`src/rtl/msdf_otf_converter_if.sv`:
```
// Stream bundle for msdf_otf_converter: serial signed-digit input and parallel result output.
// Optional MSDF_OTF_OVF_EN adds the dataOutArray_ovf discard flag alongside the result.
// valid/ready: a digit or a word moves on a rising edge where its valid and ready are both 1;
// valid is never withdrawn and its data never changes until that edge, and ready never depends on valid.
interface msdf_otf_converter_if #(
   parameter int OUT_W = 29
);
   logic [2:0]       dataInArray_0;
   logic             pValidArray_0;
   logic             readyArray_0;
   logic [OUT_W-1:0] dataOutArray_0;
   logic             validArray_0;
   logic             nReadyArray_0;
`ifdef MSDF_OTF_OVF_EN
   logic             dataOutArray_ovf;

   modport slave (
      input  dataInArray_0, pValidArray_0, nReadyArray_0,
      output readyArray_0, dataOutArray_0, validArray_0, dataOutArray_ovf
   );
   modport master (
      output dataInArray_0, pValidArray_0, nReadyArray_0,
      input  readyArray_0, dataOutArray_0, validArray_0, dataOutArray_ovf
   );
`else
   modport slave (
      input  dataInArray_0, pValidArray_0, nReadyArray_0,
      output readyArray_0, dataOutArray_0, validArray_0
   );
   modport master (
      output dataInArray_0, pValidArray_0, nReadyArray_0,
      input  readyArray_0, dataOutArray_0, validArray_0
   );
`endif
endinterface

```
`src/rtl/msdf_otf_converter.sv`:
```
// On-the-fly conversion of an MSD-first signed-digit stream into a two's-complement word (Q/QM pair).
// Define MSDF_OTF_OVF_EN to add the sticky discarded-digit flag dataOutArray_ovf.
module msdf_otf_converter #(
   parameter int TARGET_PRECISION = 25,
   parameter int INT_DIGITS       = 3
) (
   input  logic                 clk,
   input  logic                 rst,
   msdf_otf_converter_if.slave  io,
   output logic [1:0]           dbg_state_o
);
   localparam int NUM_DIGITS = TARGET_PRECISION + INT_DIGITS;
   localparam int OUT_W      = NUM_DIGITS + 1;
   localparam int CNT_W      = $clog2(NUM_DIGITS + 1);
   localparam logic [CNT_W-1:0] NUM_C = CNT_W'(NUM_DIGITS);

   typedef enum logic [1:0] {ST_ACC = 2'd0, ST_PAD = 2'd1, ST_OUT = 2'd2} state_e;

   state_e           state_q, state_d;
   logic [OUT_W-1:0] q_q, q_d, qm_q, qm_d;
   logic [OUT_W-1:0] data_q, data_d;
   logic [CNT_W-1:0] cnt_q, cnt_d;
   logic             valid_q, valid_d;
   logic             accept;
   logic             d_pos, d_neg, d_last;

   assign d_last = io.dataInArray_0[2];
   assign d_pos  = io.dataInArray_0[1] & ~io.dataInArray_0[0];
   assign d_neg  = io.dataInArray_0[0] & ~io.dataInArray_0[1];
   assign accept = io.pValidArray_0 && (state_q == ST_ACC);

   assign io.readyArray_0   = (state_q == ST_ACC);
   assign io.dataOutArray_0 = data_q;
   assign io.validArray_0   = valid_q;
   assign dbg_state_o       = state_q;

   always_comb begin
      state_d = state_q;
      q_d     = q_q;
      qm_d    = qm_q;
      cnt_d   = cnt_q;
      data_d  = data_q;
      valid_d = valid_q;
      unique case (state_q)
         ST_ACC: begin
            if (accept) begin
               // Digits beyond the frame length are dropped so scaling stays fixed.
               if (cnt_q < NUM_C) begin
                  if (d_pos) begin
                     q_d  = {q_q[OUT_W-2:0], 1'b1};
                     qm_d = {q_q[OUT_W-2:0], 1'b0};
                  end else if (d_neg) begin
                     q_d  = {qm_q[OUT_W-2:0], 1'b1};
                     qm_d = {qm_q[OUT_W-2:0], 1'b0};
                  end else begin
                     q_d  = {q_q[OUT_W-2:0], 1'b0};
                     qm_d = {qm_q[OUT_W-2:0], 1'b1};
                  end
                  cnt_d = cnt_q + CNT_W'(1);
               end
               if (d_last) begin
                  if (cnt_d == NUM_C) begin
                     state_d = ST_OUT;
                     data_d  = q_d;
                     valid_d = 1'b1;
                  end else begin
                     state_d = ST_PAD;
                  end
               end
            end
         end
         ST_PAD: begin
            q_d   = {q_q[OUT_W-2:0], 1'b0};
            qm_d  = {qm_q[OUT_W-2:0], 1'b1};
            cnt_d = cnt_q + CNT_W'(1);
            if (cnt_d == NUM_C) begin
               state_d = ST_OUT;
               data_d  = q_d;
               valid_d = 1'b1;
            end
         end
         ST_OUT: begin
            if (io.nReadyArray_0) begin
               state_d = ST_ACC;
               valid_d = 1'b0;
               q_d     = '0;
               qm_d    = '1;
               cnt_d   = '0;
            end
         end
         default: state_d = ST_ACC;
      endcase
   end

   always_ff @(posedge clk or posedge rst) begin
      if (rst) begin
         state_q <= ST_ACC;
         q_q     <= '0;
         qm_q    <= '1;
         cnt_q   <= '0;
         data_q  <= '0;
         valid_q <= 1'b0;
      end else begin
         state_q <= state_d;
         q_q     <= q_d;
         qm_q    <= qm_d;
         cnt_q   <= cnt_d;
         data_q  <= data_d;
         valid_q <= valid_d;
      end
   end

`ifdef MSDF_OTF_OVF_EN
   logic ovf_q;
   logic discard;
   logic handshake;

   assign discard   = accept && (cnt_q == NUM_C);
   assign handshake = (state_q == ST_OUT) && io.nReadyArray_0;
   assign io.dataOutArray_ovf = ovf_q;

   always_ff @(posedge clk or posedge rst) begin
      if (rst) begin
         ovf_q <= 1'b0;
      end else if (handshake) begin
         ovf_q <= 1'b0;
      end else if (discard) begin
         ovf_q <= 1'b1;
      end
   end
`endif
endmodule
```
`src/flat_wrapper.sv`:
```
// flat-port wrapper written by rule: the top's interface ports become plain ports
module msdf_otf_converter_flat 
#(
   parameter int TARGET_PRECISION = 25,
   parameter int INT_DIGITS       = 3
)
  (clk, rst, dbg_state_o, io_dataInArray_0, io_pValidArray_0, io_nReadyArray_0, io_readyArray_0, io_dataOutArray_0, io_validArray_0);
  msdf_otf_converter_if io_i ();
  input  logic clk;
  input  logic rst;
  output logic [1:0] dbg_state_o;
  input wire logic [$bits(io_i.dataInArray_0)-1:0] io_dataInArray_0;
  input wire logic [$bits(io_i.pValidArray_0)-1:0] io_pValidArray_0;
  input wire logic [$bits(io_i.nReadyArray_0)-1:0] io_nReadyArray_0;
  output wire logic [$bits(io_i.readyArray_0)-1:0] io_readyArray_0;
  output wire logic [$bits(io_i.dataOutArray_0)-1:0] io_dataOutArray_0;
  output wire logic [$bits(io_i.validArray_0)-1:0] io_validArray_0;
  assign io_i.dataInArray_0 = io_dataInArray_0;
  assign io_i.pValidArray_0 = io_pValidArray_0;
  assign io_i.nReadyArray_0 = io_nReadyArray_0;
  assign io_readyArray_0 = io_i.readyArray_0;
  assign io_dataOutArray_0 = io_i.dataOutArray_0;
  assign io_validArray_0 = io_i.validArray_0;
  msdf_otf_converter #(.TARGET_PRECISION(TARGET_PRECISION), .INT_DIGITS(INT_DIGITS)) u_core (.clk(clk), .rst(rst), .io(io_i), .dbg_state_o(dbg_state_o));
endmodule
```
`config.mk`:
```
export PLATFORM = sky130hd
export DESIGN_NAME = msdf_otf_converter_flat
export DESIGN_NICKNAME = d
export VERILOG_FILES = /design/src/rtl/msdf_otf_converter_if.sv /design/src/rtl/msdf_otf_converter.sv /design/src/flat_wrapper.sv
export SDC_FILE = /design/constraint.sdc
export NUM_CORES = 1
export LEC_CHECK = 0
export ABC_AREA = 1
export CAP_MARGIN = 20
export CELL_PAD_IN_SITES_DETAIL_PLACEMENT = 1
export CELL_PAD_IN_SITES_GLOBAL_PLACEMENT = 2
export CORE_ASPECT_RATIO = 1.25
export CORE_MARGIN = 10
export CORE_UTILIZATION = 37
export CTS_CLUSTER_SIZE = 10
export DETAILED_ROUTE_END_ITERATION = 16
export MAX_ROUTING_LAYER = met4
export PLACE_DENSITY = 0.94
export SETUP_SLACK_MARGIN = 0.4
export SYNTH_ARGS = -nofsm -noshare
export SYNTH_HDL_FRONTEND = slang
export SYNTH_SLANG_ARGS = --single-unit
```
`constraint.sdc`:
```
create_clock -name clk -period 6.3 [get_ports clk]
set_clock_uncertainty 0.05 [all_clocks]
set_input_delay 1.575 -clock clk [delete_from_list [all_inputs] [get_ports clk]]
set_output_delay 1.575 -clock clk [all_outputs]
set_load 0.02 [all_outputs]
```
## After elaboration in Yosys (flattened, before gate mapping)

Cells that the tools add are included.

| storage, ports and cells | value |
|---|---|
| bits in registers | 94 |
| bits in latches | 0 |
| memory bits (writable) | 0 |
| bits in read-only memories | 0 |
| input port bits | 7 |
| output and inout port bits | 33 |
| logic and storage cells | 66 |
| memories kept | 0 |

| operators by class | value |
|---|---|
| add/sub/neg operators | 1 |
| multipliers | 0 |
| div/mod/pow operators | 0 |
| magnitude comparators | 1 |
| equality and inequality tests | 10 |
| shift-type cells | 0 |
| multiplexer cells | 35 |
| bitwise operators | 4 |
| reduce and logical (&&, ||, !) cells | 9 |

Operators by type and width:

| operator | number |
|---|---|
| 2-to-1 mux 29 bit | 9 |
| 2-to-1 mux 28 bit | 4 |
| case mux 29 bit (3 select lines) | 1 |
| case mux 28 bit (3 select lines) | 1 |
| case mux 29 bit (2 select lines) | 1 |
| 2-to-1 mux 5 bit | 5 |
| case mux 5 bit (3 select lines) | 1 |
| equality test 5 bit (second input constant) | 2 |
| 2-to-1 mux 2 bit | 5 |
| != test 2 x 1 -> 1 bit (second input constant) | 4 |
| AND reduction 4 bit | 2 |
| 2-to-1 mux 1 bit | 6 |
| case mux 2 bit (3 select lines) | 1 |
| AND reduction 6 bit | 1 |
| adder 5 x 1 -> 5 bit (second input constant) | 1 |
| less-than comparator 5 bit (second input constant) | 1 |
| AND reduction 5 bit | 1 |
| != test 2 bit (second input constant) | 2 |
| case mux 1 bit (3 select lines) | 1 |
| AND reduction 3 bit | 1 |
| nonzero test 3 bit | 1 |
| bitwise AND 1 bit | 2 |
| equality test 2 x 1 -> 1 bit (second input constant) | 1 |
| equality test 2 bit (second input constant) | 1 |
| other kinds (4) | 5 |

## Depth between registers and ports, before layout

Gate-level depths: netlist of run 1.

| depth | value |
|---|---|
| word-level depth | 9 |
| depth in mapped cells | 14 |
| depth with buffers taken out | 12 |

## Worst setup path after synthesis of run 1

OpenSTA, ideal clock, no wires.

| timing path | value |
|---|---|
| kind | input to register |
| from | input port io_dataInArray_0[0] |
| to | register u_core.data_q[1] (netlist: u_core.io.dataOutArray_0[1]) |
| library setup time | 117 ps |
| data arrival time | 2739 ps |
| data required time | 6133 ps |
| setup slack | 3394 ps |
| cell stages on the path | 12 |
| path buffers | 1 |
| cell sequence | inv_1 ha_1 inv_2 nand2_1 clkbuf_1 nand2_1 o21ai_0 nand2_1 nand3_1 nand2_1 nand4_1 nand2_1 |

| between the ends | value |
|---|---|
| longest elaborated chain between the ends | 8 |
| elaborated cells on any way between the ends | 10 |
| classes of those cells | mux: 7; bitwise: 3 |

Ends and longest elaborated chain:

| item | line | source |
|---|---|---|
| from (decl) | flat_wrapper.sv:12 | `input wire logic [$bits(io_i.dataInArray_0)-1:0] io_dataInArray_0;` |
| bitwise AND 1 bit or inverter 1 bit (tied branches) | msdf_otf_converter.sv:29, msdf_otf_converter.sv:28 |  |
| 2-to-1 mux 29 bit or bitwise AND 1 bit (tied branches) | msdf_otf_converter.sv:52, msdf_otf_converter.sv:28 |  |
| 2-to-1 mux 29 bit (*) | msdf_otf_converter.sv:49 | `if (d_pos) begin` |
| 2-to-1 mux 29 bit (*) | msdf_otf_converter.sv:48 | `if (cnt_q < NUM_C) begin` |
| 2-to-1 mux 29 bit (*) | msdf_otf_converter.sv:62 | `if (cnt_d == NUM_C) begin` |
| 2-to-1 mux 29 bit (*) | msdf_otf_converter.sv:61 | `if (d_last) begin` |
| 2-to-1 mux 29 bit (*) | msdf_otf_converter.sv:46 | `if (accept) begin` |
| case mux 29 bit (2 select lines) (*) | msdf_otf_converter.sv:44 | `unique case (state_q)` |
| to (signal assigned) | msdf_otf_converter.sv:108 | `data_q <= data_d;` |
| to (decl) | msdf_otf_converter.sv:21 | `logic [OUT_W-1:0] data_q, data_d;` |

Mark *: on every way between the ends. The rest lies on a longest branch, timed or not. The select of a mux whose other input is x is not followed.
A chain may end at the register's enable or synchronous reset.

## Final worst setup path of run 1

| timing path | value |
|---|---|
| from | input port io_nReadyArray_0 |
| to | register u_core.q_q[19] |

| between the ends | value |
|---|---|
| longest elaborated chain between the ends | 2 |

Ends and longest elaborated chain:

| item | line | source |
|---|---|---|
| from (decl) | flat_wrapper.sv:14 | `input wire logic [$bits(io_i.nReadyArray_0)-1:0] io_nReadyArray_0;` |
| != test 2 bit (no source line) | -- |  |
| AND reduction 3 bit (no source line) | -- |  |
| to (signal assigned) | msdf_otf_converter.sv:105 | `q_q <= q_d;` |
| to (decl) | msdf_otf_converter.sv:20 | `logic [OUT_W-1:0] q_q, q_d, qm_q, qm_d;` |

Every way passes these cells.

==> results of run 1 <==
per-layer routing:
layer	share of wire, %	vias to the layer above	global-route usage (%)
li1	-	2718	-
met1	47	2949	24.4
met2	48	119	30.8
met3	3.7	20	2.65
met4	1.4	0	5.22
met5	0	-	-
cells in the mapped netlist, types with 5 or more instances:
library cell	number
sky130_fd_sc_hd__inv_1	68
sky130_fd_sc_hd__nand4_1	32
sky130_fd_sc_hd__o221ai_1	11
sky130_fd_sc_hd__buf_1	5
sky130_fd_sc_hd__nor2_1	21
sky130_fd_sc_hd__inv_2	6
sky130_fd_sc_hd__o21ai_1	32
sky130_fd_sc_hd__a21oi_1	47
sky130_fd_sc_hd__nand3_1	62
sky130_fd_sc_hd__o21ai_0	80
sky130_fd_sc_hd__ha_1	8
sky130_fd_sc_hd__dfstp_2	28
sky130_fd_sc_hd__dfrtp_1	66
sky130_fd_sc_hd__buf_2	15
sky130_fd_sc_hd__clkbuf_1	35
sky130_fd_sc_hd__nand2_1	247
sky130_fd_sc_hd__o211ai_1	33
critical path, stage by stage:
cell	delay [ps]
sky130_fd_sc_hd__clkdlybuf4s50_1	480
sky130_fd_sc_hd__nor2_1	50
sky130_fd_sc_hd__nor2_1	220
sky130_fd_sc_hd__o21ai_2	210
sky130_fd_sc_hd__inv_2	740
sky130_fd_sc_hd__nand2_1	700
sky130_fd_sc_hd__o221ai_1	380
final timing paths:
kind | from | endpoint | slack, ps | cells after the start
worst max-delay path | io_nReadyArray_0 | u_core.q_q[19] | 2080 | 7
worst min-delay path | u_core.io.dataOutArray_0[26] | u_core.io.dataOutArray_0[26] | 430 | 2
worst max register to register | u_core.dbg_state_o[0] | u_core.q_q[19] | 2900 | 9
worst min register to register | u_core.io.dataOutArray_0[26] | u_core.io.dataOutArray_0[26] | 430 | 2
max in group asynchronous | rst | u_core.qm_q[22] | 3520 | 3
min in group asynchronous | rst | u_core.io.dataOutArray_0[7] | 1700 | 2
flip-flops by register name (all words and copies together), names as in the netlist:
signal,flops
u_core.cnt_q,5
u_core.dbg_state_o,2
u_core.io.dataOutArray_0,29
u_core.io.validArray_0,1
u_core.q_q,29
u_core.qm_q,28
per-stage QoR:
| stage | cells | hold WS (ps) | instance area (sq um) | total power, mW | setup slack, ps |
|---|---|---|---|---|---|
| after floorplan | 807 | 426 | 5730 | 2.72 | 2270 |
| after global placement | 1006 | 402 | 6220 | 3.40 | 1860 |
| after detailed placement | 1007 | 413 | 6240 | 3.52 | 1710 |
| after CTS | 1023 | 431 | 6530 | 4.09 | 2070 |
| after global routing | 1023 | 460 | 6530 | 4.44 | 1890 |
| final | 1023 | 425 | 6530 | 4.07 | 2080 |
final cells by class:
| class | instances | area share (%) |
|---|---|---|
| Inverter | 74 | 4.30 |
| Timing Repair Buffer | 49 | 7.25 |
| Clock buffer | 9 | 3.45 |
| Tap cell | 208 | 3.99 |
| Sequential cell | 94 | 36.6 |
| Clock inverter | 7 | 0.959 |
| Multi-Input combinational cell | 582 | 43.5 |
kinds of logic (layout without fill, tap and decap cells):
group | Yosys count | in the layout
and+or+nand+nor | 366 | 366
AOI/OAI and AO/OA | 208 | 208
buffers and inverters | 131 | 139
DFF | 94 | 94
adders and majority gates | 8 | 8
power by group through the flow:
| stage | combinational (mW) | sequential, mW | clock [mW] |
|---|---|---|---|
| 2_1_floorplan | 1.52 | 1.20 | 0 |
| 3_3_place_gp | 2.25 | 1.15 | 0 |
| 3_5_place_dp | 2.36 | 1.17 | 0 |
| 4_1_cts | 2.37 | 1.16 | 0.556 |
| 5_1_grt | 2.66 | 1.20 | 0.584 |
| 6_report | 2.37 | 1.16 | 0.548 |
layout by cell type, fill, tap and decap left out, types with 2 or more instances in the layout:
cell type,instances
sky130_fd_sc_hd__nand3_1,62
sky130_fd_sc_hd__buf_4,9
sky130_fd_sc_hd__clkinv_4,2
sky130_fd_sc_hd__dfrtp_1,66
sky130_fd_sc_hd__dfstp_2,28
sky130_fd_sc_hd__o221ai_1,11
sky130_fd_sc_hd__o21ai_0,80
sky130_fd_sc_hd__clkdlybuf4s50_1,39
sky130_fd_sc_hd__o211ai_1,33
sky130_fd_sc_hd__or2_1,2
sky130_fd_sc_hd__clkbuf_16,9
sky130_fd_sc_hd__inv_1,67
sky130_fd_sc_hd__nand4_1,32
sky130_fd_sc_hd__nand2_1,247
sky130_fd_sc_hd__a21oi_1,46
sky130_fd_sc_hd__ha_1,8
sky130_fd_sc_hd__inv_6,3
sky130_fd_sc_hd__o21ai_1,32
sky130_fd_sc_hd__inv_2,6
sky130_fd_sc_hd__nor2_1,21
==> flow_results.xml, run 1 <==
<?xml version="1.0" encoding="UTF-8"?>
<metrics>
  <group name="run_status">
    <metric name="run_status" unit="">completed</metric>
  </group>
  <group name="yosys">
    <metric name="synth_fa_ha_area_share" unit="%">1.75</metric>
    <metric name="edff_count_synth" unit="">0</metric>
    <metric name="synth_xor_xnor_area_share" unit="%">0</metric>
    <metric name="netlist_instances" unit="">807</metric>
    <metric name="flip_flop_and_latch_count_after_synthesis" unit="">94</metric>
    <metric name="main_combinational_cell_family_by_area_after_synthesis" unit="">simple AND/OR/NAND/NOR gates</metric>
    <metric name="asyncSetResetFlopFracSynth" unit="%">100</metric>
    <metric name="synth.yosys.seq_area_share" unit="%">41.6</metric>
    <metric name="post_synth_main_area_contributors" unit="">sky130_fd_sc_hd__dfrtp_1 29%, sky130_fd_sc_hd__nand2_1 16%, sky130_fd_sc_hd__dfstp_2 13%</metric>
    <metric name="synth_compound_gate_area_share" unit="%">20.6</metric>
    <metric name="yosys_warns" unit="">0</metric>
    <metric name="postSynthAreaPerCell" unit="sq um">7.11</metric>
    <metric name="synth_top_cell_by_area" unit="">sky130_fd_sc_hd__dfrtp_1</metric>
    <metric name="synth-simple-area-share" unit="%">26.9</metric>
    <metric name="synthMuxAreaShare" unit="%">0</metric>
    <metric name="synth_top_cell_area_share" unit="%">28.8</metric>
    <metric name="synth-main-ff-cell" unit="">sky130_fd_sc_hd__dfrtp_1</metric>
    <metric name="synth_area" unit="sq mm">0.00573</metric>
    <metric name="ys_types" unit="">27</metric>
    <metric name="synth.net_count" unit="">822</metric>
  </group>
  <group name="power_and_ir_drop">
    <metric name="share_comb_of_total_power" unit="%">58.1</metric>
    <metric name="power.switching_fraction" unit="%">51.6</metric>
    <metric name="power.sequential.fraction" unit="%">28.5</metric>
    <metric name="power_leakage" unit="nW">3.03</metric>
    <metric name="power.density" unit="mW/mm^2">625</metric>
    <metric name="vdd_ir_drop_max" unit="uV">255</metric>
    <metric name="power.net_switching" unit="mW">2.10</metric>
    <metric name="power_report.internal_total" unit="mW">1.97</metric>
    <metric name="clockPowerShare" unit="%">13.4</metric>
  </group>
  <group name="sta">
    <metric name="timing_hold_violations_final" unit="">0</metric>
    <metric name="timing.final.crit_period" unit="ps">4220</metric>
    <metric name="rsz_0062_raised_after_global_routing" unit="">false</metric>
    <metric name="fin_crit_sh" unit="%">66.9</metric>
    <metric name="timing.setup.tns" unit="ps">0</metric>
    <metric name="timing.fmax" unit="MHz">237</metric>
    <metric name="slew_headroom" unit="%">23.1</metric>
    <metric name="slew_violations" unit="">0</metric>
    <metric name="finalSetupViolCount" unit="">0</metric>
    <metric name="max_slew.worst_pin.slew" unit="ps">1150</metric>
  </group>
  <group name="cells_and_area">
    <metric name="finalCoreUtilization" unit="%">43.3</metric>
    <metric name="finalNetCount" unit="">825</metric>
    <metric name="fillerInstances" unit="">1899</metric>
    <metric name="final_layout_size_suffix_gt1_share" unit="%">8.10</metric>
    <metric name="antenna_cells_inserted" unit="">0</metric>
    <metric name="area_of_the_multi_input_gates" unit="sq mm">0.00284</metric>
    <metric name="ff_latch_area" unit="sq mm">0.00239</metric>
    <metric name="area.growth.synth_to_final" unit="%">13.8</metric>
  </group>
  <group name="clock_tree">
    <metric name="clk_root_buf" unit="">sky130_fd_sc_hd__clkbuf_16</metric>
    <metric name="cts_buffer_depth" unit="">2</metric>
    <metric name="holdBufCountCts" unit="">0</metric>
    <metric name="h-tree-depth" unit="">3</metric>
    <metric name="clk-insertion-delay-late" unit="ps">350</metric>
    <metric name="clkSlewWorstSetupHoldPaths" unit="ps">70</metric>
    <metric name="cts_setup_buffers" unit="">0</metric>
    <metric name="cts-resized-gates" unit="">0</metric>
    <metric name="tritoncts.num_buffers" unit="">9</metric>
    <metric name="tritoncts_clock_tree" unit="">built</metric>
    <metric name="clkSinkCount" unit="">94</metric>
  </group>
  <group name="route">
    <metric name="wl_per_cell" unit="um">19.0</metric>
    <metric name="drt.antenna.violating_nets" unit="">0</metric>
    <metric name="vias" unit="">5806</metric>
    <metric name="detailedRoute.firstIterationViolations" unit="">384</metric>
    <metric name="total_routed_length" unit="um">19500</metric>
    <metric name="number_of_remaining_drc_errors" unit="">0</metric>
    <metric name="via_per_inst" unit="">5.68</metric>
    <metric name="drtPass1Iterations" unit="">4</metric>
  </group>
  <group name="grt">
    <metric name="grt_first_pass_wirelength" unit="um">32700</metric>
    <metric name="track_usage" unit="%">19.1</metric>
    <metric name="grt_max_degree" unit="">70</metric>
    <metric name="globalRoute.totalOverflow" unit="">0</metric>
    <metric name="antenna_violations_before_repair" unit="">0</metric>
    <metric name="grt_pass1_vias" unit="">6233</metric>
  </group>
  <group name="placed_design">
    <metric name="buffer_ports.inserted" unit="">39</metric>
    <metric name="dp_hpwl" unit="um">12300</metric>
    <metric name="globalplace.congestion" unit="">0.844</metric>
  </group>
  <group name="critical_path">
    <metric name="worst_setup_path_end_kind" unit="">register</metric>
    <metric name="timing.critical_path.fanout_max" unit="">52</metric>
    <metric name="worst-endpoint-required" unit="ps">6490</metric>
    <metric name="timing_worst_setup_path_type" unit="">in -&gt; reg</metric>
    <metric name="critical_path.startpoint_type" unit="">input pin</metric>
    <metric name="critPathArrivalTime" unit="ps">4410</metric>
  </group>
  <group name="die">
    <metric name="num_rows" unit="">50</metric>
    <metric name="fp.dieArea" unit="sq mm">0.0209</metric>
    <metric name="coreArea" unit="sq mm">0.0151</metric>
    <metric name="ioPinCount" unit="">40</metric>
    <metric name="floorplan.initialDensity" unit="%">38.0</metric>
    <metric name="die_height" unit="um">159</metric>
    <metric name="die_w" unit="um">131</metric>
  </group>
  <group name="job">
    <metric name="timing.max_cap.violations" unit="">0</metric>
  </group>
  <group name="worst_hold_path">
    <metric name="min-delay-path-class" unit="">reg -&gt; reg</metric>
  </group>
</metrics>
Power figures use the tool's default switching activity.
==> run 2, diff against run 1 <==
--- a/config.mk
+++ b/config.mk
@@ -11,11 +11,11 @@
 export CELL_PAD_IN_SITES_GLOBAL_PLACEMENT = 2
 export CORE_ASPECT_RATIO = 1.25
 export CORE_MARGIN = 10
-export CORE_UTILIZATION = 37
+export CORE_UTILIZATION = 34
 export CTS_CLUSTER_SIZE = 10
 export DETAILED_ROUTE_END_ITERATION = 16
 export MAX_ROUTING_LAYER = met4
-export PLACE_DENSITY = 0.94
+export PLACE_DENSITY = 0.88
 export SETUP_SLACK_MARGIN = 0.4
 export SYNTH_ARGS = -nofsm -noshare
 export SYNTH_HDL_FRONTEND = slang
==> constraint.sdc (replaced) <==
create_clock -name clk -period 4.1 [get_ports clk]
set_clock_uncertainty 0.05 [all_clocks]
set_input_delay 1.025 -clock clk [delete_from_list [all_inputs] [get_ports clk]]
set_output_delay 1.025 -clock clk [all_outputs]
set_load 0.02 [all_outputs]
==> run 2 against run 1 <==
  * Worst hold slack got worse by 3.4 ps
  * Largest power group unchanged
  * Register-to-register slack got worse by 1800 ps
  * Critical path type is now reg -> out
  * Routed wire length rose by 3.1%
  * Cell area rose by 1.5%
  * Sequential share of layout area fell by 0.53 points
  * Setup slack got worse by 1000 ps
==> flow_results.xml, run 2 (same netlist as run 1, synthesis figures left out) <==
<?xml version="1.0" encoding="UTF-8"?>
<metrics>
  <group name="sta">
    <metric name="max_slew.worst_pin.slew" unit="ps">1110</metric>
    <metric name="hold-worst-slack" unit="ps">422</metric>
    <metric name="timing.setup.tns" unit="ps">0</metric>
    <metric name="timing.fmax" unit="MHz">331</metric>
    <metric name="fin_crit_sh" unit="%">73.6</metric>
    <metric name="timing.final.crit_period" unit="ps">3020</metric>
    <metric name="timing_hold_violations_final" unit="">0</metric>
    <metric name="slew_violations" unit="">0</metric>
    <metric name="finalSetupViolCount" unit="">0</metric>
    <metric name="rsz_0062_raised_after_global_routing" unit="">false</metric>
    <metric name="slew_headroom" unit="%">26.1</metric>
    <metric name="post-route-worst-setup-slack" unit="ps">1080</metric>
  </group>
  <group name="power_and_ir_drop">
    <metric name="power.density" unit="mW/mm^2">962</metric>
    <metric name="vdd_ir_drop_max" unit="uV">327</metric>
    <metric name="power_leakage" unit="nW">3.08</metric>
  </group>
  <group name="critical_path">
    <metric name="cp_slowest_cell" unit="">sky130_fd_sc_hd__clkdlybuf4s50_1</metric>
    <metric name="critical_path.max_stage_delay" unit="ps">690</metric>
    <metric name="cpLargestDelayFamily" unit="">buffers and inverters</metric>
    <metric name="crit_buf_inv" unit="">2</metric>
    <metric name="reg2reg_setup_slack" unit="ps">1090</metric>
    <metric name="critical_path.startpoint_type" unit="">register</metric>
    <metric name="timing_worst_setup_path_type" unit="">reg -&gt; out</metric>
    <metric name="timing.critical_path.fanout_max" unit="">5</metric>
    <metric name="reg2reg_from" unit="">u_core.dbg_state_o[0]</metric>
    <metric name="ff2ff_path_depth" unit="">6</metric>
    <metric name="cell_breakdown_of_the_critical_path" unit="">inv_1 &gt; ha_1 &gt; clkdlybuf4s50_1</metric>
    <metric name="worst_setup_path_end_kind" unit="">output pin</metric>
    <metric name="critPathArrivalTime" unit="ps">1940</metric>
    <metric name="timing.rr.end" unit="">u_core.qm_q[14]</metric>
    <metric name="worst-endpoint-required" unit="ps">3020</metric>
  </group>
  <group name="clock_tree">
    <metric name="clk-insertion-delay-late" unit="ps">360</metric>
    <metric name="cts_setup_buffers" unit="">0</metric>
    <metric name="clk_root_buf" unit="">sky130_fd_sc_hd__clkbuf_16</metric>
    <metric name="cts_buffer_depth" unit="">2</metric>
    <metric name="tritoncts.num_buffers" unit="">9</metric>
    <metric name="clkSlewWorstSetupHoldPaths" unit="ps">80</metric>
    <metric name="clkSinkCount" unit="">94</metric>
    <metric name="holdBufCountCts" unit="">0</metric>
    <metric name="cts-resized-gates" unit="">0</metric>
    <metric name="tritoncts_clock_tree" unit="">built</metric>
    <metric name="h-tree-depth" unit="">3</metric>
  </group>
  <group name="die">
    <metric name="ioPinCount" unit="">40</metric>
    <metric name="floorplan.initialDensity" unit="%">34.3</metric>
    <metric name="num_rows" unit="">53</metric>
    <metric name="coreArea" unit="sq mm">0.0167</metric>
    <metric name="die_w" unit="um">136</metric>
    <metric name="fp.dieArea" unit="sq mm">0.0225</metric>
    <metric name="die_height" unit="um">165</metric>
  </group>
  <group name="route">
    <metric name="number_of_remaining_drc_errors" unit="">0</metric>
    <metric name="detailedRoute.firstIterationViolations" unit="">370</metric>
    <metric name="route.met2.wl" unit="um">9870</metric>
    <metric name="wirelength_met1" unit="um">8910</metric>
    <metric name="drt.antenna.violating_nets" unit="">0</metric>
    <metric name="total_routed_length" unit="um">20100</metric>
    <metric name="wl_per_cell" unit="um">19.3</metric>
    <metric name="route.met3.wl" unit="um">1010</metric>
    <metric name="drtPass1Iterations" unit="">5</metric>
    <metric name="highest_signal_layer_in_the_routed_design" unit="">met4</metric>
    <metric name="vias" unit="">5865</metric>
    <metric name="via_per_inst" unit="">5.63</metric>
  </group>
  <group name="placed_design">
    <metric name="place_worst_setup_slack" unit="ps">879</metric>
    <metric name="dp_hpwl" unit="um">12900</metric>
    <metric name="buffer_ports.inserted" unit="">39</metric>
    <metric name="globalplace.congestion" unit="">0.839</metric>
  </group>
  <group name="worst_hold_path">
    <metric name="min_from" unit="">u_core.io.validArray_0</metric>
    <metric name="capture_endpoint_of_the_worst_hold_path" unit="">u_core.io.validArray_0</metric>
    <metric name="min-delay-path-class" unit="">reg -&gt; reg</metric>
    <metric name="worst_hold_path.num_cells" unit="">2</metric>
  </group>
  <group name="grt">
    <metric name="grt_max_degree" unit="">54</metric>
    <metric name="globalRoute.totalOverflow" unit="">0</metric>
    <metric name="grt_first_pass_wirelength" unit="um">32700</metric>
    <metric name="antenna_violations_before_repair" unit="">0</metric>
    <metric name="grt_pass1_vias" unit="">6123</metric>
    <metric name="track_usage" unit="%">18.6</metric>
  </group>
  <group name="cells_and_area">
    <metric name="layout_commonest_cell" unit="">sky130_fd_sc_hd__nand2_1</metric>
    <metric name="final_layout_size_suffix_gt1_share" unit="%">8.77</metric>
    <metric name="area.growth.synth_to_final" unit="%">15.4</metric>
    <metric name="finalNetCount" unit="">831</metric>
    <metric name="mostFrequentLayoutCells" unit="">247 x sky130_fd_sc_hd__nand2_1, 80 x sky130_fd_sc_hd__o21ai_0, 67 x sky130_fd_sc_hd__inv_1</metric>
    <metric name="antenna_cells_inserted" unit="">0</metric>
    <metric name="area_of_the_multi_input_gates" unit="sq mm">0.00284</metric>
    <metric name="ff_latch_area" unit="sq mm">0.00239</metric>
    <metric name="fillerInstances" unit="">2079</metric>
  </group>
  <group name="run_status">
    <metric name="run_status" unit="">completed</metric>
  </group>
  <group name="job">
    <metric name="timing.max_cap.violations" unit="">0</metric>
  </group>
</metrics>
## run 2: cell types whose count changed in the layout (fill, tap and decap cells not counted)
cell / delta
sky130_fd_sc_hd__inv_6: -1
sky130_fd_sc_hd__buf_12: +1
sky130_fd_sc_hd__clkbuf_8: +2
sky130_fd_sc_hd__buf_4: +6
sky130_fd_sc_hd__buf_8: -1
sky130_fd_sc_hd__clkinvlp_4: -1
sky130_fd_sc_hd__bufinv_16: +1
sky130_fd_sc_hd__inv_8: -1
## run 2: worst max-delay path by stage
| stage | slack [ps] | cells after the start | from | endpoint |
|---|---|---|---|---|
| after floorplan | 620 | 1 | rst | u_core.cnt_q[0] |
| after global placement | 950 | 7 | io_nReadyArray_0 | u_core.q_q[25] |
| after detailed placement | 880 | 12 | io_dataInArray_0[1] | u_core.io.dataOutArray_0[2] |
| after CTS | 1060 | 3 | u_core.dbg_state_o[0] | io_readyArray_0 |
| after global routing | 820 | 6 | u_core.dbg_state_o[0] | u_core.qm_q[14] |
| final | 1080 | 3 | u_core.dbg_state_o[0] | io_readyArray_0 |
## run 2: worst min-delay path, cell delays in order, from the launching register on
cell	delay, ps
sky130_fd_sc_hd__dfrtp_1	340
sky130_fd_sc_hd__nand2_1	50
sky130_fd_sc_hd__nand2_1	50
## run 2: power by group
group	total, mW	leakage, nW	internal, mW	switching, mW
combinational	3.66	1.80	1.17	2.49
sequential	1.80	1.12	1.46	0.338
clock	0.917	0.157	0.514	0.403
## run 2: stage by stage
step / util, % / instance area, sq um / total power, mW / instances
2_1_floorplan: - / 5730 / 4.18 / 807
3_3_place_gp: 37.7 / 6300 / 5.30 / 1025
3_5_place_dp: 37.7 / 6300 / 5.45 / 1025
4_1_cts: 39.6 / 6620 / 6.39 / 1041
5_1_grt: 39.6 / 6620 / 6.90 / 1041
6_report: 39.6 / 6620 / 6.37 / 1041
## run 2: layer usage
metal	global-route usage [%]	up-vias
li1	-	2735
met1	22.9	2954
met2	31.5	152
met3	2.42	24
met4	5.09	0
met5	-	-
## run 2: cell type report
| cell class | count | area share, % |
|---|---|---|
| sequential | 94 | 36.1 |
| clock buffer | 11 | 3.82 |
| tap | 220 | 4.16 |
| multi-input combinational | 582 | 42.8 |
| inverter | 74 | 4.23 |
| timing repair buffer | 55 | 7.90 |
| clock inverter | 5 | 0.983 |
==> run 3, diff against run 2 <==
--- a/config.mk
+++ b/config.mk
@@ -11,11 +11,11 @@
 export CELL_PAD_IN_SITES_GLOBAL_PLACEMENT = 2
 export CORE_ASPECT_RATIO = 1.25
 export CORE_MARGIN = 10
-export CORE_UTILIZATION = 34
+export CORE_UTILIZATION = 31
 export CTS_CLUSTER_SIZE = 10
 export DETAILED_ROUTE_END_ITERATION = 16
 export MAX_ROUTING_LAYER = met4
-export PLACE_DENSITY = 0.88
+export PLACE_DENSITY = 0.85
 export SETUP_SLACK_MARGIN = 0.4
 export SYNTH_ARGS = -nofsm -noshare
 export SYNTH_HDL_FRONTEND = slang
==> constraint.sdc (replaced) <==
create_clock -name clk -period 2.66 [get_ports clk]
set_clock_uncertainty 0.05 [all_clocks]
set_input_delay 0.665 -clock clk [delete_from_list [all_inputs] [get_ports clk]]
set_output_delay 0.665 -clock clk [all_outputs]
set_load 0.02 [all_outputs]
==> run 3 against run 2 <==
  * Sequential power rose by 53%
  * First-iteration DRC count shrank 13%
  * Largest cell class unchanged
  * Clock power increased by 47%
==> flow_results.xml, run 3 (same netlist as run 1, synthesis figures left out) <==
<?xml version="1.0" encoding="UTF-8"?>
<metrics>
  <group name="run_status">
    <metric name="run_status" unit="">completed</metric>
  </group>
  <group name="route">
    <metric name="number_of_remaining_drc_errors" unit="">0</metric>
    <metric name="via_per_inst" unit="">5.40</metric>
    <metric name="total_routed_length" unit="um">20300</metric>
    <metric name="wl_per_cell" unit="um">19.0</metric>
    <metric name="detailedRoute.firstIterationViolations" unit="">322</metric>
    <metric name="drtPass1Iterations" unit="">5</metric>
    <metric name="vias" unit="">5787</metric>
    <metric name="drt.antenna.violating_nets" unit="">0</metric>
  </group>
  <group name="placed_design">
    <metric name="dp_hpwl" unit="um">12900</metric>
    <metric name="dp.cells" unit="">1053</metric>
    <metric name="buffer_ports.inserted" unit="">39</metric>
    <metric name="globalplace.congestion" unit="">0.839</metric>
    <metric name="place_worst_setup_slack" unit="ps">126</metric>
    <metric name="detailed_place.area" unit="sq mm">0.00650</metric>
  </group>
  <group name="sta">
    <metric name="finalSetupViolCount" unit="">0</metric>
    <metric name="slew_violations" unit="">0</metric>
    <metric name="hold-worst-slack" unit="ps">421</metric>
    <metric name="max_slew.worst_pin.slew" unit="ps">569</metric>
    <metric name="fin_crit_sh" unit="%">82.0</metric>
    <metric name="rsz_0062_raised_after_global_routing" unit="">true</metric>
    <metric name="timing.final.crit_period" unit="ps">2180</metric>
    <metric name="post-route-worst-setup-slack" unit="ps">478</metric>
    <metric name="timing_hold_violations_final" unit="">0</metric>
    <metric name="timing.fmax" unit="MHz">458</metric>
    <metric name="timing.setup.tns" unit="ps">0</metric>
    <metric name="slew_headroom" unit="%">62.0</metric>
  </group>
  <group name="clock_tree">
    <metric name="clkSinkCount" unit="">94</metric>
    <metric name="holdBufCountCts" unit="">0</metric>
    <metric name="tritoncts.num_buffers" unit="">9</metric>
    <metric name="clkSlewWorstSetupHoldPaths" unit="ps">70</metric>
    <metric name="h-tree-depth" unit="">3</metric>
    <metric name="cts_setup_buffers" unit="">0</metric>
    <metric name="clk-insertion-delay-late" unit="ps">350</metric>
    <metric name="tritoncts_clock_tree" unit="">built</metric>
    <metric name="cts_buffer_depth" unit="">2</metric>
    <metric name="clk_root_buf" unit="">sky130_fd_sc_hd__clkbuf_16</metric>
  </group>
  <group name="grt">
    <metric name="grt_max_degree" unit="">95</metric>
    <metric name="track_usage" unit="%">16.7</metric>
    <metric name="globalRoute.totalOverflow" unit="">0</metric>
    <metric name="antenna_violations_before_repair" unit="">0</metric>
    <metric name="grt_first_pass_wirelength" unit="um">32100</metric>
    <metric name="grt_pass1_vias" unit="">5836</metric>
  </group>
  <group name="critical_path">
    <metric name="worst_setup_path_end_kind" unit="">output pin</metric>
    <metric name="timing.critical_path.fanout_max" unit="">4</metric>
    <metric name="worst-endpoint-required" unit="ps">1950</metric>
    <metric name="critical_path.max_stage_delay" unit="ps">610</metric>
    <metric name="cp_slowest_cell" unit="">sky130_fd_sc_hd__clkdlybuf4s50_1</metric>
    <metric name="critPathArrivalTime" unit="ps">1470</metric>
    <metric name="crit_buf_inv" unit="">2</metric>
    <metric name="timing_worst_setup_path_type" unit="">reg -&gt; out</metric>
    <metric name="cp.depth" unit="">2</metric>
    <metric name="critical_path.startpoint_type" unit="">register</metric>
    <metric name="cell_breakdown_of_the_critical_path" unit="">buf_4 &gt; clkdlybuf4s50_1</metric>
    <metric name="ff2ff_path_depth" unit="">10</metric>
    <metric name="cpLargestDelayFamily" unit="">buffers and inverters</metric>
  </group>
  <group name="cells_and_area">
    <metric name="final_layout_size_suffix_gt1_share" unit="%">11.8</metric>
    <metric name="mostFrequentLayoutCells" unit="">242 x sky130_fd_sc_hd__nand2_1, 72 x sky130_fd_sc_hd__o21ai_0, 67 x sky130_fd_sc_hd__inv_1</metric>
    <metric name="layoutNonFillerInstCount" unit="">1072</metric>
    <metric name="final_cell_area" unit="sq mm">0.00691</metric>
    <metric name="finalCoreUtilization" unit="%">38.0</metric>
    <metric name="fillerInstances" unit="">2244</metric>
    <metric name="antenna_cells_inserted" unit="">0</metric>
    <metric name="finalNetCount" unit="">854</metric>
    <metric name="area.growth.synth_to_final" unit="%">20.5</metric>
    <metric name="layout_commonest_cell" unit="">sky130_fd_sc_hd__nand2_1</metric>
  </group>
  <group name="power_and_ir_drop">
    <metric name="share_comb_of_total_power" unit="%">59.6</metric>
    <metric name="power.density" unit="mW/mm^2">1470</metric>
    <metric name="power_report.internal_total" unit="mW">5.14</metric>
    <metric name="power.sequential.fraction" unit="%">27.2</metric>
    <metric name="power_leakage" unit="nW">3.22</metric>
    <metric name="clockPowerShare" unit="%">13.3</metric>
    <metric name="power.switching_fraction" unit="%">49.3</metric>
    <metric name="power.net_switching" unit="mW">5.00</metric>
    <metric name="vdd_ir_drop_max" unit="uV">567</metric>
    <metric name="fin_total_pwr" unit="mW">10.1</metric>
  </group>
  <group name="worst_hold_path">
    <metric name="worst_hold_path.num_cells" unit="">2</metric>
    <metric name="min-delay-path-class" unit="">reg -&gt; reg</metric>
  </group>
  <group name="job">
    <metric name="timing.max_cap.violations" unit="">0</metric>
  </group>
  <group name="die">
    <metric name="num_rows" unit="">55</metric>
    <metric name="die_height" unit="um">172</metric>
    <metric name="die_w" unit="um">142</metric>
    <metric name="floorplan.initialDensity" unit="%">31.6</metric>
    <metric name="coreArea" unit="sq mm">0.0182</metric>
    <metric name="ioPinCount" unit="">40</metric>
    <metric name="fp.dieArea" unit="sq mm">0.0244</metric>
  </group>
</metrics>
==> run 3: cell types whose count changed in the layout (fill, tap and decap cells not counted), moves of 3 or more <==
cell / change
sky130_fd_sc_hd__buf_4: +14
sky130_fd_sc_hd__o21ai_0: -8
sky130_fd_sc_hd__o21ai_1: +8
sky130_fd_sc_hd__nand2_1: -5
sky130_fd_sc_hd__nand2_2: +4
sky130_fd_sc_hd__buf_12: +3
sky130_fd_sc_hd__clkbuf_1: +3
sky130_fd_sc_hd__clkbuf_16: +3
==> run 3: layout make-up <==
| cell class | instances | area [sq um] | area share (%) |
|---|---|---|---|
| timing repair buffer | 78 | 800 | 11.6 |
| inverter | 74 | 284 | 4.11 |
| clock inverter | 3 | 46.3 | 0.670 |
| clock buffer | 13 | 250 | 3.62 |
| tap | 228 | 285 | 4.13 |
| sequential | 94 | 2390 | 34.6 |
| multi-input combinational | 582 | 2860 | 41.3 |
==> run 3: metal layers <==
metal  vias to the layer above  track usage, %  share of wire [%]
met5                         -               -                  0
met4                         0            4.14                1.5
met3                        22            2.41                4.4
met2                       130            27.5                 48
met1                      2852            21.2                 47
li1                       2783               -                  -
==> run 3: worst reg2reg max path: stages, from the launching register on <==
cell and delay, ps:
sky130_fd_sc_hd__dfrtp_1 420, sky130_fd_sc_hd__inv_1 90, sky130_fd_sc_hd__ha_1 230, sky130_fd_sc_hd__buf_4 180
sky130_fd_sc_hd__inv_2 90, sky130_fd_sc_hd__o21ai_2 90, sky130_fd_sc_hd__buf_4 180, sky130_fd_sc_hd__a21oi_4 280
sky130_fd_sc_hd__buf_12 200, sky130_fd_sc_hd__nor2_1 60, sky130_fd_sc_hd__a41oi_1 190
==> run 3: power by group through the flow <==
stage                     clock (mW)  combinational, mW  sequential, mW
after floorplan                    0               3.60            2.85
after global placement             0               5.71            2.75
after detailed placement           0               5.85            2.75
after CTS                       1.38               5.86            2.74
after global routing            1.43               6.80            2.83
final                           1.35               6.04            2.75
==> run 3: timing repair <==
| action | CTS | global route |
|---|---|---|
| resized for setup | 1 | 23 |
| gates cloned | 0 | 3 |
| setup endpoints to repair | 1 | 54 |
==> run 3: worst paths after layout <==
kind	slack (ps)	endpoint	from
max	480	dbg_state_o[0]	u_core.dbg_state_o[0]
min in group asynchronous	740	u_core.q_q[7]	rst
min reg2reg	420	u_core.io.dataOutArray_0[6]	u_core.io.dataOutArray_0[6]
max reg2reg	530	u_core.qm_q[27]	u_core.dbg_state_o[1]
min	420	u_core.io.dataOutArray_0[6]	u_core.io.dataOutArray_0[6]
max in group asynchronous	1330	u_core.cnt_q[0]	rst
